$ cat config.mk
export PLATFORM = sky130hd
export DESIGN_NAME = stm_focus_writer
export DESIGN_NICKNAME = d
export VERILOG_FILES = /design/src/rtl/stm_focus_pkg.sv /design/src/rtl/stm_focus_word_assembler.sv /design/src/rtl/stm_focus_writer.sv
export SDC_FILE = /design/constraint.sdc
export NUM_CORES = 1
export LEC_CHECK = 0
export CAP_MARGIN = 30
export CORE_UTILIZATION = 37
export CTS_CLUSTER_SIZE = 30
export DETAILED_ROUTE_END_ITERATION = 8
export PLACE_DENSITY_LB_ADDON = 0.12
export SLEW_MARGIN = 20
export SYNTH_ARGS = -nofsm -noshare
export SYNTH_HDL_FRONTEND = slang
export SYNTH_HIERARCHICAL = 1
export SYNTH_SLANG_ARGS = --single-unit
$ cat constraint.sdc
create_clock -name CLK -period 6.35 [get_ports CLK]
set_clock_uncertainty 0.1 [all_clocks]
set_input_delay 0.9525 -clock CLK [delete_from_list [all_inputs] [get_ports CLK]]
set_output_delay 0.9525 -clock CLK [all_outputs]
set_load 0.02 [all_outputs]
$ cat src/rtl/stm_focus_pkg.sv
// Shared types and entry layout for the focus STM writer and reader.
// Latency: none (declarations only).
// Backpressure: not applicable.
package stm_focus_pkg;

    // Writer FSM states.
    typedef enum logic [1:0] {
        S_IDLE     = 2'd0,
        S_ASSEMBLE = 2'd1,
        S_COMMIT   = 2'd2
    } state_t;

    // Focus entry field layout; the reader decodes with the same offsets.
    localparam int X_LSB   = 0;
    localparam int Y_LSB   = 18;
    localparam int Z_LSB   = 36;
    localparam int INT_LSB = 54;
    localparam int FIELD_W = 18;
    localparam int INT_W   = 8;

    localparam int ENTRY_W         = 64;
    localparam int WORDS_PER_ENTRY = 4;
    localparam int WORD_W          = 16;

    // Payload bits actually carried by an entry; the two top bits are always 0.
    localparam int PAYLOAD_W = INT_LSB + INT_W;

endpackage

$ cat src/rtl/stm_focus_word_assembler.sv
// Merges four 16-bit host words into one focus entry and tracks the next expected word.
// Latency: a word is stored on the edge following start/accept.
// Backpressure: none; the controlling FSM decides which words are taken.
import stm_focus_pkg::*;

module stm_focus_word_assembler (
    input  logic                                   CLK,
    input  logic                                   RST,
    input  logic                                   start,
    input  logic                                   accept,
    input  logic [WORD_W-1:0]                      word_dat,
    output logic [ENTRY_W-1:0]                     entry,
    output logic [$clog2(WORDS_PER_ENTRY)-1:0]     exp_word
);

    // Only the 62 payload bits are stored; word 3 contributes its low 14 bits.
    logic [PAYLOAD_W-1:0] ent_q;

    // Word storage and expected-word counter; start always restarts at word 0.
    always_ff @(posedge CLK or posedge RST) begin
        if (RST) begin
            ent_q    <= '0;
            exp_word <= '0;
        end else if (start) begin
            ent_q[15:0] <= word_dat;
            exp_word    <= 2'd1;
        end else if (accept) begin
            case (exp_word)
                2'd1:    ent_q[31:16] <= word_dat;
                2'd2:    ent_q[47:32] <= word_dat;
                default: ent_q[PAYLOAD_W-1:48] <= word_dat[PAYLOAD_W-49:0];
            endcase
            exp_word <= exp_word + 2'd1;
        end
    end

    // Repack by field so the reserved top bits are structurally zero.
    always_comb begin
        entry                     = '0;
        entry[X_LSB +: FIELD_W]   = ent_q[X_LSB +: FIELD_W];
        entry[Y_LSB +: FIELD_W]   = ent_q[Y_LSB +: FIELD_W];
        entry[Z_LSB +: FIELD_W]   = ent_q[Z_LSB +: FIELD_W];
        entry[INT_LSB +: INT_W]   = ent_q[INT_LSB +: INT_W];
    end

endmodule

$ cat src/rtl/stm_focus_writer.sv
// Focus STM write front end: assembles host words into entries, writes BRAM, tracks COUNT.
// Latency: BRAM_WE one cycle after the word-3 strobe; back-to-back entries run gap-free.
// Backpressure: none; bad words set sticky ERR. Optional idle timeout: STM_FOCUS_WR_TIMEOUT_EN.
import stm_focus_pkg::*;

module stm_focus_writer #(
    parameter int unsigned FOCUS_NUM_MAX = 8192,
    parameter int unsigned TIMEOUT       = 255
) (
    input  logic        CLK,
    input  logic        RST,
    input  logic        WR_EN,
    input  logic [17:0] WR_ADDR,
    input  logic [15:0] WR_DATA,
    input  logic        SEGMENT,
    input  logic        CLEAR,
    output logic        BRAM_WE,
    output logic [16:0] BRAM_ADDR,
    output logic [63:0] BRAM_DIN,
    output logic [15:0] COUNT,
    output logic        BUSY,
    output logic        ERR
);

    // COUNT cannot exceed the segment size nor the 16-bit output range.
    localparam int unsigned CNT_CAP = (FOCUS_NUM_MAX > 32'd65535) ? 32'd65535 : FOCUS_NUM_MAX;

    state_t      state, nxt_state;
    logic [15:0] cur_idx;
    logic        cur_seg;
    logic        start, accept, err_set, timeout_hit;
    logic [1:0]  exp_word;
    logic [ENTRY_W-1:0] entry;

    logic [15:0] wr_idx;
    logic [1:0]  wr_word;
    logic        idx_ok;
    logic [16:0] idx_inc;
    logic [15:0] cnt_cand;

    assign wr_idx  = WR_ADDR[17:2];
    assign wr_word = WR_ADDR[1:0];
    assign idx_ok  = ({16'd0, wr_idx} < FOCUS_NUM_MAX);

    stm_focus_word_assembler u_asm (
        .CLK      (CLK),
        .RST      (RST),
        .start    (start),
        .accept   (accept),
        .word_dat (WR_DATA),
        .entry    (entry),
        .exp_word (exp_word)
    );

`ifdef STM_FOCUS_WR_TIMEOUT_EN
    logic [15:0] idle_cnt;

    assign timeout_hit = (state == S_ASSEMBLE) && !WR_EN &&
                         ({16'd0, idle_cnt} == TIMEOUT - 32'd1);

    // Idle-cycle counter; any host strobe or leaving ASSEMBLE restarts it.
    always_ff @(posedge CLK or posedge RST) begin
        if (RST)
            idle_cnt <= '0;
        else if (state != S_ASSEMBLE || WR_EN)
            idle_cnt <= '0;
        else
            idle_cnt <= idle_cnt + 16'd1;
    end
`else
    assign timeout_hit = 1'b0;
    if (TIMEOUT == 0) begin : g_timeout_unused
    end
`endif

    // Next-state and strobe decode; COMMIT also accepts a new word 0 like IDLE.
    always_comb begin
        nxt_state = state;
        start     = 1'b0;
        accept    = 1'b0;
        err_set   = 1'b0;
        case (state)
            S_ASSEMBLE: begin
                if (WR_EN) begin
                    if (wr_idx == cur_idx && wr_word == exp_word) begin
                        accept = 1'b1;
                        if (exp_word == 2'd3)
                            nxt_state = S_COMMIT;
                    end else if (wr_word == 2'd0) begin
                        // New entry interrupts the old one; out-of-range index leaves it intact.
                        err_set = 1'b1;
                        start   = idx_ok;
                    end else begin
                        err_set   = 1'b1;
                        nxt_state = S_IDLE;
                    end
                end else if (timeout_hit) begin
                    err_set   = 1'b1;
                    nxt_state = S_IDLE;
                end
            end
            default: begin
                nxt_state = S_IDLE;
                if (WR_EN) begin
                    if (wr_word == 2'd0 && idx_ok) begin
                        start     = 1'b1;
                        nxt_state = S_ASSEMBLE;
                    end else begin
                        err_set = 1'b1;
                    end
                end
            end
        endcase
    end

    // State register plus the index/segment latched at word 0.
    always_ff @(posedge CLK or posedge RST) begin
        if (RST) begin
            state   <= S_IDLE;
            cur_idx <= '0;
            cur_seg <= 1'b0;
        end else begin
            state <= nxt_state;
            if (start) begin
                cur_idx <= wr_idx;
                cur_seg <= SEGMENT;
            end
        end
    end

    assign idx_inc  = {1'b0, cur_idx} + 17'd1;
    assign cnt_cand = ({15'd0, idx_inc} > CNT_CAP) ? 16'(CNT_CAP) : idx_inc[15:0];

    // COUNT tracks the high-water mark; a commit overrides a coincident CLEAR.
    always_ff @(posedge CLK or posedge RST) begin
        if (RST)
            COUNT <= '0;
        else if (state == S_COMMIT) begin
            if (CLEAR || cnt_cand > COUNT)
                COUNT <= cnt_cand;
        end else if (CLEAR)
            COUNT <= '0;
    end

    // Sticky error; a fresh error in the CLEAR cycle survives the clear.
    always_ff @(posedge CLK or posedge RST) begin
        if (RST)
            ERR <= 1'b0;
        else if (err_set)
            ERR <= 1'b1;
        else if (CLEAR)
            ERR <= 1'b0;
    end

    assign BRAM_WE   = (state == S_COMMIT);
    assign BRAM_ADDR = {cur_seg, cur_idx};
    assign BRAM_DIN  = entry;
    assign BUSY      = (state == S_ASSEMBLE);

endmodule

==> impl_metrics.env <==
export IMPL_arrival_ps=4700
export IMPL_worst_path_dominant_cell_family="compound AO/OA/AOI/OAI gates"
export IMPL_drcViolationCount=0
export IMPL_track_usage_pct=18.5
export IMPL_status="completed"
export IMPL_min_path_type="flop to flop"
export IMPL_antenna_found_initial=0
export IMPL_postCtsSetupRepairBufs=0
export IMPL_num_vias=3563
export IMPL_critical_path_max_stage_delay_ps=550
export IMPL_start_util_pct=38.2
export IMPL_netSwitchingPower_uw=508
export IMPL_seq_area_um2=2500
export IMPL_die_h_um=119
export IMPL_powerDensity_nw_per_um2=241
export IMPL_dpl_cell_count=711
export IMPL_path_cells="ha_1 -> nand4_1 -> nor4_1 -> mux2i_1 -> o311ai_0 -> o31a_1 -> or2_2 -> ha_1 -> nor2b_1 -> o211ai_1 -> a2111oi_0 -> o32ai_2 -> buf_4 -> or2_2 -> o21ai_0"
export IMPL_p_sw_share_pct=30.7
export IMPL_setup_viol=0
export IMPL_via_per_inst=4.90
export IMPL_diodes=0
export IMPL_whs_ps=407
export IMPL_timing_max_cap_violations=0
export IMPL_power_frac_comb_pct=22.3
export IMPL_n_fill_cell=1196
export IMPL_path_clk_slew_ps=80
export IMPL_wl_per_cell_um=16.9
export IMPL_clk_path_buf_depth=2
export IMPL_slowest_stage="dfrtp_1"
export IMPL_whs_path_depth=1
export IMPL_p_leak_nw=3.10
export IMPL_seqPwrFrac_pct=44.7
export IMPL_drive_gt1_share_pct=19.8
export IMPL_clock_latency_ps=350
export IMPL_min_to="u_asm/ent_q[22]"
export IMPL_worst_pin_slew_ps=817
export IMPL_first_pass_iters=4
export IMPL_cts_resized=0
export IMPL_endpoint_kind="flop"
export IMPL_synth_edf_count=0
export IMPL_io_pins=139
export IMPL_cts_tree="yes"
export IMPL_worstPathMaxFanout=14
export IMPL_worstReg2RegEnd="COUNT[12]"
export IMPL_clock_fmax_ghz=0.220
export IMPL_grt_max_degree=65
export IMPL_ys_warn_count=6
export IMPL_hold_violations=0
export IMPL_placed_area_um2=6570
export IMPL_hpwl_um=9060
export IMPL_crit_type="flop to flop"
export IMPL_gp_congestion=0.832
export IMPL_drt_iter0_markers=150
export IMPL_synth_cell_types=49
export IMPL_numCtsBuffers=9
export IMPL_multi_input_area_um2=2370
export IMPL_final_cell_area_um2=6860
export IMPL_r2r_start="cur_idx[0]"
export IMPL_fp_coreArea_um2=13300
export IMPL_rr_worst_depth=15
export IMPL_internal_power_mw=1.15
export IMPL_drv_slew=0
export IMPL_ys_ff_latch=100
export IMPL_hold_buffers=0
export IMPL_synthFlopType="dfrtp_1"
export IMPL_synth_yosys_seq_area_share_pct=49.1
export IMPL_rsz0062_at_grt="no"
export IMPL_port_buffers=136
export IMPL_clock_root_buffer="clkbuf_16"
export IMPL_first_global_vias=3737
export IMPL_final_util_pct=51.4
export IMPL_fin_crit_ps=4540
export IMPL_setup_tns_final_ps=0
export IMPL_syn_inst=415
export IMPL_crit_buf_inv=1
export IMPL_drt_total_wl_um=12300
export IMPL_dieArea_um2=14300
export IMPL_critPathLaunchType="flop"
export IMPL_syn_area_um2=5100
export IMPL_ctsHtreeMaxLevel=3
export IMPL_post_synth_cell_area_avg_um2=12.3
export IMPL_grt_pass1_wl_um=20100
export IMPL_min_delay_start="u_asm/ent_q[22]"
export IMPL_pwr_share_clk_pct=33.0
export IMPL_drt_antenna_violating_nets=0
export IMPL_async_flop_share_pct=100
export IMPL_nets=604
export IMPL_grt_ovfl_total=0
export IMPL_worst_endpoint_required_ps=6510
export IMPL_die_x_um=119
export IMPL_ff2ff_setup_slack_ps=1810
export IMPL_ir_worst_vdd_uv=120
export IMPL_placement_rows=42
export IMPL_max_slew_margin_pct=45.5
export IMPL_clock_sinks=100
export IMPL_fin_cells=727
export IMPL_synthToLayoutAreaGrowth_pct=34.5
export IMPL_period_share_pct=71.4
[area by class of cell]
class / count / share of cell area [%]
inverters: 22 / 1.20
repair buffers: 140 / 20.3
clock buffers: 10 / 3.48
well taps: 176 / 3.21
multi-input cells: 273 / 34.6
clock inverters: 6 / 0.748
flip-flops and latches: 100 / 36.5
[kinds of logic (layout without fill, tap and decap cells)]
family | Yosys count | count (layout) | synth area share (%)
XOR/XNOR | 30 | 30 | 5.15
AO/OA/AOI/OAI | 39 | 39 | 5.55
flip-flops | 100 | 100 | 49.1
other | 2 | 4 | 0.147
multiplexers | 81 | 81 | 18.9
adder cells (fa/ha/maj) | 19 | 19 | 4.66
buffers and inverters | 44 | 178 | 4.69
AND/OR/NAND/NOR | 100 | 100 | 11.8
[worst max-delay path by stage]
stage / startpoint / endpoint / slack [ps] / depth (start not counted)
after global placement: cur_idx[0] / COUNT[9] / 2010 / 15
after floorplan: cur_idx[1] / COUNT[10] / 2520 / 14
final: cur_idx[0] / COUNT[12] / 1810 / 15
after global routing: cur_idx[0] / COUNT[9] / 1400 / 15
after detailed placement: cur_idx[0] / COUNT[9] / 1820 / 15
after CTS: cur_idx[0] / COUNT[9] / 1760 / 15
[state kept, by name, summed over array words and instances (netlist names)]
| signal | cells |
|---|---|
| state | 2 |
| u_asm/exp_word | 2 |
| ERR | 1 |
| cur_seg | 1 |
| u_asm/ent_q | 62 |
| COUNT | 16 |
| cur_idx | 16 |
[Yosys cell counts, drive strengths merged, types with 2 or more instances]
library cell / count / area (um^2)
nand2: 26 / 97.6
or2: 2 / 12.5
a21oi: 6 / 33.8
nor4: 6 / 52.6
nand3: 8 / 40.0
clkbuf: 6 / 22.5
nand3b: 3 / 60.1
nor3: 4 / 42.5
a31oi: 2 / 12.5
mux2i: 5 / 50.1
ha: 19 / 238
nand4: 10 / 77.6
and4: 2 / 17.5
conb: 2 / 7.51
o31ai: 9 / 67.6
nor2: 22 / 82.6
xor2: 19 / 166
a211oi: 3 / 22.5
and3: 3 / 18.8
xnor2: 11 / 96.3
o21ai: 7 / 35.0
mux2: 76 / 916
nor2b: 7 / 43.8
buf: 16 / 134
a2111oi: 2 / 17.5
dfrtp: 100 / 2500
and2: 3 / 18.8
inv: 22 / 82.6
[power groups by stage]
stage               clock network (mW)  registers (mW)  logic, mW
floorplan                            0           0.765      0.204
global placement                     0           0.748      0.370
detailed placement                   0           0.752      0.371
CTS                              0.561           0.740      0.373
global route                     0.588           0.748      0.402
finish                           0.546           0.740      0.368
[per-layer routing]
layer / vias to the layer above / share of wire (%) / GRT usage, %
met4: 0 / 1.5 / 7.50
li1: 1724 / - / -
met2: 87 / 48 / 29.0
met1: 1741 / 45 / 24.6
met5: - / 0 / 0
met3: 11 / 5.1 / 4.31
[per-stage QoR]
stage | worst slack [ps] | total power, mW
2_1_floorplan | 2520 | 0.969
3_3_place_gp | 2010 | 1.12
3_5_place_dp | 1820 | 1.12
4_1_cts | 1760 | 1.67
5_1_grt | 1400 | 1.74
6_report | 1810 | 1.65
[cell usage in the layout (no fill, tap or decap), drive strengths merged, types with 4 or more instances in the layout]
cell type        n
nand4           10
nor4             6
dfrtp          100
inv             26
nor2            22
clkdlybuf4s50  136
o31ai            9
xnor2           11
mux2            76
nor3             4
nor2b            7
clkbuf          10
buf              4
nand3            8
xor2            19
mux2i            5
ha              19
conb             4
nand2           26
a21oi            6
o21ai            7
No activity file was read; power rests on OpenSTA's default activity.
